### config.mk
export PLATFORM = sky130hd
export DESIGN_NAME = exception_sequencer
export DESIGN_NICKNAME = d
export VERILOG_FILES = /design/src/rtl/exception_sequencer.sv
export SDC_FILE = /design/constraint.sdc
export NUM_CORES = 1
export LEC_CHECK = 0
export CORE_ASPECT_RATIO = 0.5
export CORE_MARGIN = 2
export CORE_UTILIZATION = 40
export DETAILED_ROUTE_END_ITERATION = 12
export PLACE_DENSITY = 0.9
export SKIP_CTS_REPAIR_TIMING = 1
export SLEW_MARGIN = 15
export SYNTH_ARGS = -nofsm -noshare
export SYNTH_HDL_FRONTEND = slang
export SYNTH_SLANG_ARGS = --single-unit
export TNS_END_PERCENT = 5
### constraint.sdc
create_clock -name clk -period 5 [get_ports clk]
set_input_delay 0.5 -clock clk [delete_from_list [all_inputs] [get_ports clk]]
set_output_delay 0.5 -clock clk [all_outputs]
set_load 0.01 [all_outputs]
### src/rtl/exception_sequencer.sv
// Exception entry sequencer: captures the cause, saves EPC, reads the handler byte at the vector, loads PC.
// Capture edge to pc_wr takes 2 + MEM_LAT cycles; busy stays high for 3 + MEM_LAT cycles while flags are ignored.
module exception_sequencer #(
    parameter int MEM_LAT = 1
) (
    input  logic        clk,
    input  logic        reset,
    input  logic        exc_invalid_op,
    input  logic        exc_overflow,
    input  logic        exc_div_zero,
    input  logic [31:0] pc_in,
    input  logic [31:0] mem_rd_data,
    output logic [1:0]  Exception_Control,
    output logic        mem_addr_sel,
    output logic        epc_wr,
    output logic [31:0] epc_out,
    output logic        pc_wr,
    output logic [31:0] pc_data,
    output logic        busy
);

    typedef enum logic [2:0] {
        IDLE     = 3'd0,
        SAVE_EPC = 3'd1,
        READ_VEC = 3'd2,
        LOAD_PC  = 3'd3,
        DONE     = 3'd4
    } state_t;

    localparam logic [2:0] CNT_INIT = 3'(MEM_LAT - 1);

    state_t      state_q, state_d;
    logic [1:0]  cause_q, cause_d;
    logic [31:0] epc_q, epc_d;
    logic [2:0]  cnt_q, cnt_d;
    logic        any_flag;
    logic [1:0]  flag_code;
    logic        unused_rd_hi;

    // Only the handler byte matters; the rest of the read word is discarded.
    assign unused_rd_hi = ^mem_rd_data[31:8];

    assign any_flag = exc_invalid_op | exc_overflow | exc_div_zero;

    always_comb begin
        flag_code = 2'b10;
        if (exc_invalid_op)
            flag_code = 2'b00;
        else if (exc_overflow)
            flag_code = 2'b01;
    end

    always_ff @(posedge clk) begin
        if (reset) begin
            state_q <= IDLE;
            cause_q <= 2'b00;
            epc_q   <= 32'd0;
            cnt_q   <= 3'd0;
        end else begin
            state_q <= state_d;
            cause_q <= cause_d;
            epc_q   <= epc_d;
            cnt_q   <= cnt_d;
        end
    end

    always_comb begin
        state_d = state_q;
        cause_d = cause_q;
        epc_d   = epc_q;
        cnt_d   = cnt_q;
        case (state_q)
            IDLE: begin
                if (any_flag) begin
                    state_d = SAVE_EPC;
                    cause_d = flag_code;
                end
            end
            SAVE_EPC: begin
                // pc_in already points past the faulting instruction.
                epc_d   = pc_in - 32'd4;
                cnt_d   = CNT_INIT;
                state_d = READ_VEC;
            end
            READ_VEC: begin
                if (cnt_q == 3'd0)
                    state_d = LOAD_PC;
                else
                    cnt_d = cnt_q - 3'd1;
            end
            LOAD_PC: state_d = DONE;
            DONE:    state_d = IDLE;
            default: state_d = IDLE;
        endcase
    end

    always_comb begin
        Exception_Control = cause_q;
        epc_out           = epc_q;
        epc_wr            = (state_q == SAVE_EPC);
        mem_addr_sel      = (state_q == READ_VEC) || (state_q == LOAD_PC);
        pc_wr             = (state_q == LOAD_PC);
        pc_data           = 32'd0;
        if (state_q == LOAD_PC)
            pc_data = {24'd0, mem_rd_data[7:0]};
        busy              = (state_q != IDLE);
    end

endmodule

==> run_results.csv <==
group,metric,value,unit
power_and_ir_drop,internal-power,750,uW
final_layout,final_util,0.597,
run,maxCapViolCount,0,
timing,setup_viol,0,
routing,drc,0,
hold_path,whs_path_depth,2,
worst_setup_path,r2r_start,"state_q[1]$_SDFFE_PP0P_",
power_and_ir_drop,p_clk_frac,0.359,
power_and_ir_drop,comb_power_share,0.268,
timing,rsz0062_at_grt,"no",
routing,drtIter0Drc,101,
grt,grt_pass1_wl,8820,um
timing,slew-limit-headroom,0.558,
hold_path,whs_endpoint,"epc_out[6]$_SDFFE_PP0P_",
clock_network,cts_buffer_depth,2,
synth,synthCells,267,
worst_setup_path,r2r_slack,2.98,ns
timing,fmax,355,MHz
floorplan,start_util,0.408,
grt,grt_max_degree,67,
worst_setup_path,worstPathRequired,4.50,ns
final_layout,drive_above_1_share,0.0456,
final_layout,multi_input_area,1240,um^2
routing,wl_per_cell,13.2,um
timing,finalClockSkew,0.00894,ns
routing,vias,2137,
timing,hold_viol,0,
grt,grt.total_usage,0.180,
routing,detail_route.wirelength,5610,um
clock_network,clk_pin_slew,0.08,ns
grt,grt-ovfl-total,0,
timing,fin_crit,2.81,ns
floorplan,die_h,56.6,um
floorplan,fp.coreArea,5420,um^2
clock_network,ctsHtreeMaxLevel,2,
clock_network,cts_root_buffer,"clkbuf_8",
final_layout,insertedDiodeCount,0,
worst_setup_path,path_max_fanout,66,
placement,dp_hpwl,3870,um
power_and_ir_drop,power.net_switching,266,uW
worst_setup_path,reg2reg_depth,5,
timing,drv_slew,0,
power_and_ir_drop,seqPwrFrac,0.373,
synth,ys_warn_count,0,
clock_network,cts_sinks,40,
routing,drtAntennaViolNets,0,
grt,grt_pass1_vias,1879,
floorplan,die_w,109,um
worst_setup_path,crit_type,"reg -> out",
synth,post-synth-top-area-fraction,0.362,
routing,via_per_inst,5.04,
synth,synth_cell_types,32,
timing,worst_pin_slew,0.662,ns
placement,gp_congestion,0.814,
synth,synth_top_area_cell,"dfxtp_1",
power_and_ir_drop,ir_drop,0.000184,V
synth,syn-mean-instance-area,8.29,um^2
floorplan,dieArea,6180,um^2
run_status,status,"completed",
clock_network,clkLatencyLatePin,0.30,ns
floorplan,ioPinCount,139,
clock_network,cts_tree,"built",
floorplan,row_count,19,
hold_path,hp-start,"epc_out[6]$_SDFFE_PP0P_",
synth,synth-seq-area-share,0.362,
power_and_ir_drop,switching_share,0.262,
synth,synth_area_leaders,"dfxtp_1 36%, a211oi_1 8.5%, buf_4 8.1%",
clock_network,cts_buffers,5,
final_layout,layout.nets,422,
worst_setup_path,crit_arrival,2.31,ns
synth,synthesis.area,2210,um^2
worst_setup_path,end_kind,"output port",
worst_setup_path,cp-start-kind,"flop",
hold_path,hp-class,"reg -> reg",
final_layout,fillCellCount,451,
grt,antenna_found_initial,0,
final_layout,syn_to_final_growth,46.1,%
placement,io_buffer_count,90,
routing,dr.pass1.iters,4,
power_and_ir_drop,power_density,314,nW/um^2
timing,period_share,0.563,
final_layout,layout.area.seq,801,um^2
worst_setup_path,r2r_end,"cnt_q[2]$_SDFFE_PP0P_",
power_and_ir_drop,p_leak,1.14,nW
synth,ys_seq_elements,40,
timing,fin_tns_setup,0,ns
## stage by stage
| step | area, um^2 | hold slack (ns) | setup WS, ns | power, mW | std cells |
|---|---|---|---|---|---|
| after floorplan | 2300 | 0.460 | 2.67 | 0.524 | 290 |
| after global placement | 3080 | 0.477 | 2.05 | 0.650 | 416 |
| after detailed placement | 3080 | 0.480 | 2.04 | 0.654 | 416 |
| after CTS | 3230 | 0.504 | 2.21 | 1.02 | 424 |
| after global routing | 3230 | 0.525 | 2.06 | 1.06 | 424 |
| final | 3230 | 0.499 | 2.19 | 1.02 | 424 |
## state kept, by name, summed over array words and instances, names as in the netlist
register / count
epc_out: 32
Exception_Control: 2
state_q: 3
cnt_q: 3
## kinds of logic after synthesis
group	after synthesis	synth area share
flops	40	0.362
other cells	1	0.00169
simple gates	112	0.268
xor+xnor	25	0.0989
compound gates	39	0.127
fa+ha+maj	3	0.0170
buf+inv	45	0.117
mux	2	0.00905
## synth_stat cells, drive strengths merged
master and n:
dfxtp 40, nor2 39, a211oi 25, buf 25, xnor2 20, nor3 19, clkbuf 14, or3 11
nor4 10, and3 8, nand2 7, inv 6, a311oi 5, o21ai 5, xor2 5, a21oi 3
ha 3, nor2b 3, mux2i 2, nand2b 2, nand3b 2, nor3b 2, nor4b 2, or2 2
or4 2, a32oi 1, and2 1, conb 1, nand4 1, nor4bb 1
## area by class of cell
type	instances	share of cell area
Multi-Input combinational cell	205	0.385
Timing Repair Buffer	92	0.283
Sequential cell	40	0.248
Tap cell	73	0.0282
Clock inverter	3	0.0279
Clock buffer	5	0.0213
Inverter	6	0.00696
## critical path: stages, from the launching register on
cell             delay, ns
dfxtp_1               0.54
nor3b_2               0.24
buf_4                 0.54
clkdlybuf4s50_1       0.66
## cell usage in the layout, fill, tap and decap left out
cell type	synthesis	routed
clkdlybuf4s50_1	0	90
dfxtp_1	40	40
nor2_1	39	39
a211oi_1	25	25
conb_1	1	24
xnor2_1	20	20
nor3_1	19	19
or3_1	11	11
nor4_1	10	10
and3_1	8	8
nand2_1	7	7
inv_1	6	6
o21ai_0	5	5
a311oi_1	5	5
xor2_1	5	5
clkbuf_8	0	5
nor2b_1	3	3
a21oi_1	3	3
ha_1	3	3
bufinv_16	0	3
or4_4	2	2
nand3b_1	2	2
or2_2	2	2
nor4b_1	2	2
mux2i_1	2	2
buf_4	24	2
nor3b_2	0	1
and2_1	1	1
nor3b_1	2	1
a32oi_1	1	1
nand2b_4	1	1
nand4_1	1	1
nor4bb_1	1	1
nand2b_1	1	1
## power groups by stage
| stage | logic [mW] | registers [mW] | clock network [mW] |
|---|---|---|---|
| global placement | 0.265 | 0.384 | 0 |
| finish | 0.272 | 0.379 | 0.365 |
| floorplan | 0.125 | 0.399 | 0 |
| CTS | 0.272 | 0.379 | 0.367 |
| global route | 0.294 | 0.383 | 0.386 |
| detailed placement | 0.269 | 0.386 | 0 |
## worst max-delay path by stage
stage,from,end,slack [ns],cells after the start
after floorplan,pc_in[9],epc_out[28]$_SDFFE_PP0P_,2.67,5
after global placement,pc_in[7],epc_out[28]$_SDFFE_PP0P_,2.05,6
after detailed placement,pc_in[9],epc_out[28]$_SDFFE_PP0P_,2.04,6
after CTS,state_q[0]$_SDFFE_PP0P_,epc_wr,2.21,3
after global routing,state_q[0]$_SDFFE_PP0P_,epc_wr,2.06,3
final,state_q[0]$_SDFFE_PP0P_,epc_wr,2.19,3
## layer usage
layer,up-vias,track usage,part of all wire
met5,-,0,0
met4,0,0.0850,0.027
met3,16,0.0383,0.064
met2,79,0.306,0.48
met1,982,0.216,0.42
li1,1060,-,-
Power figures use the tool's default switching activity.
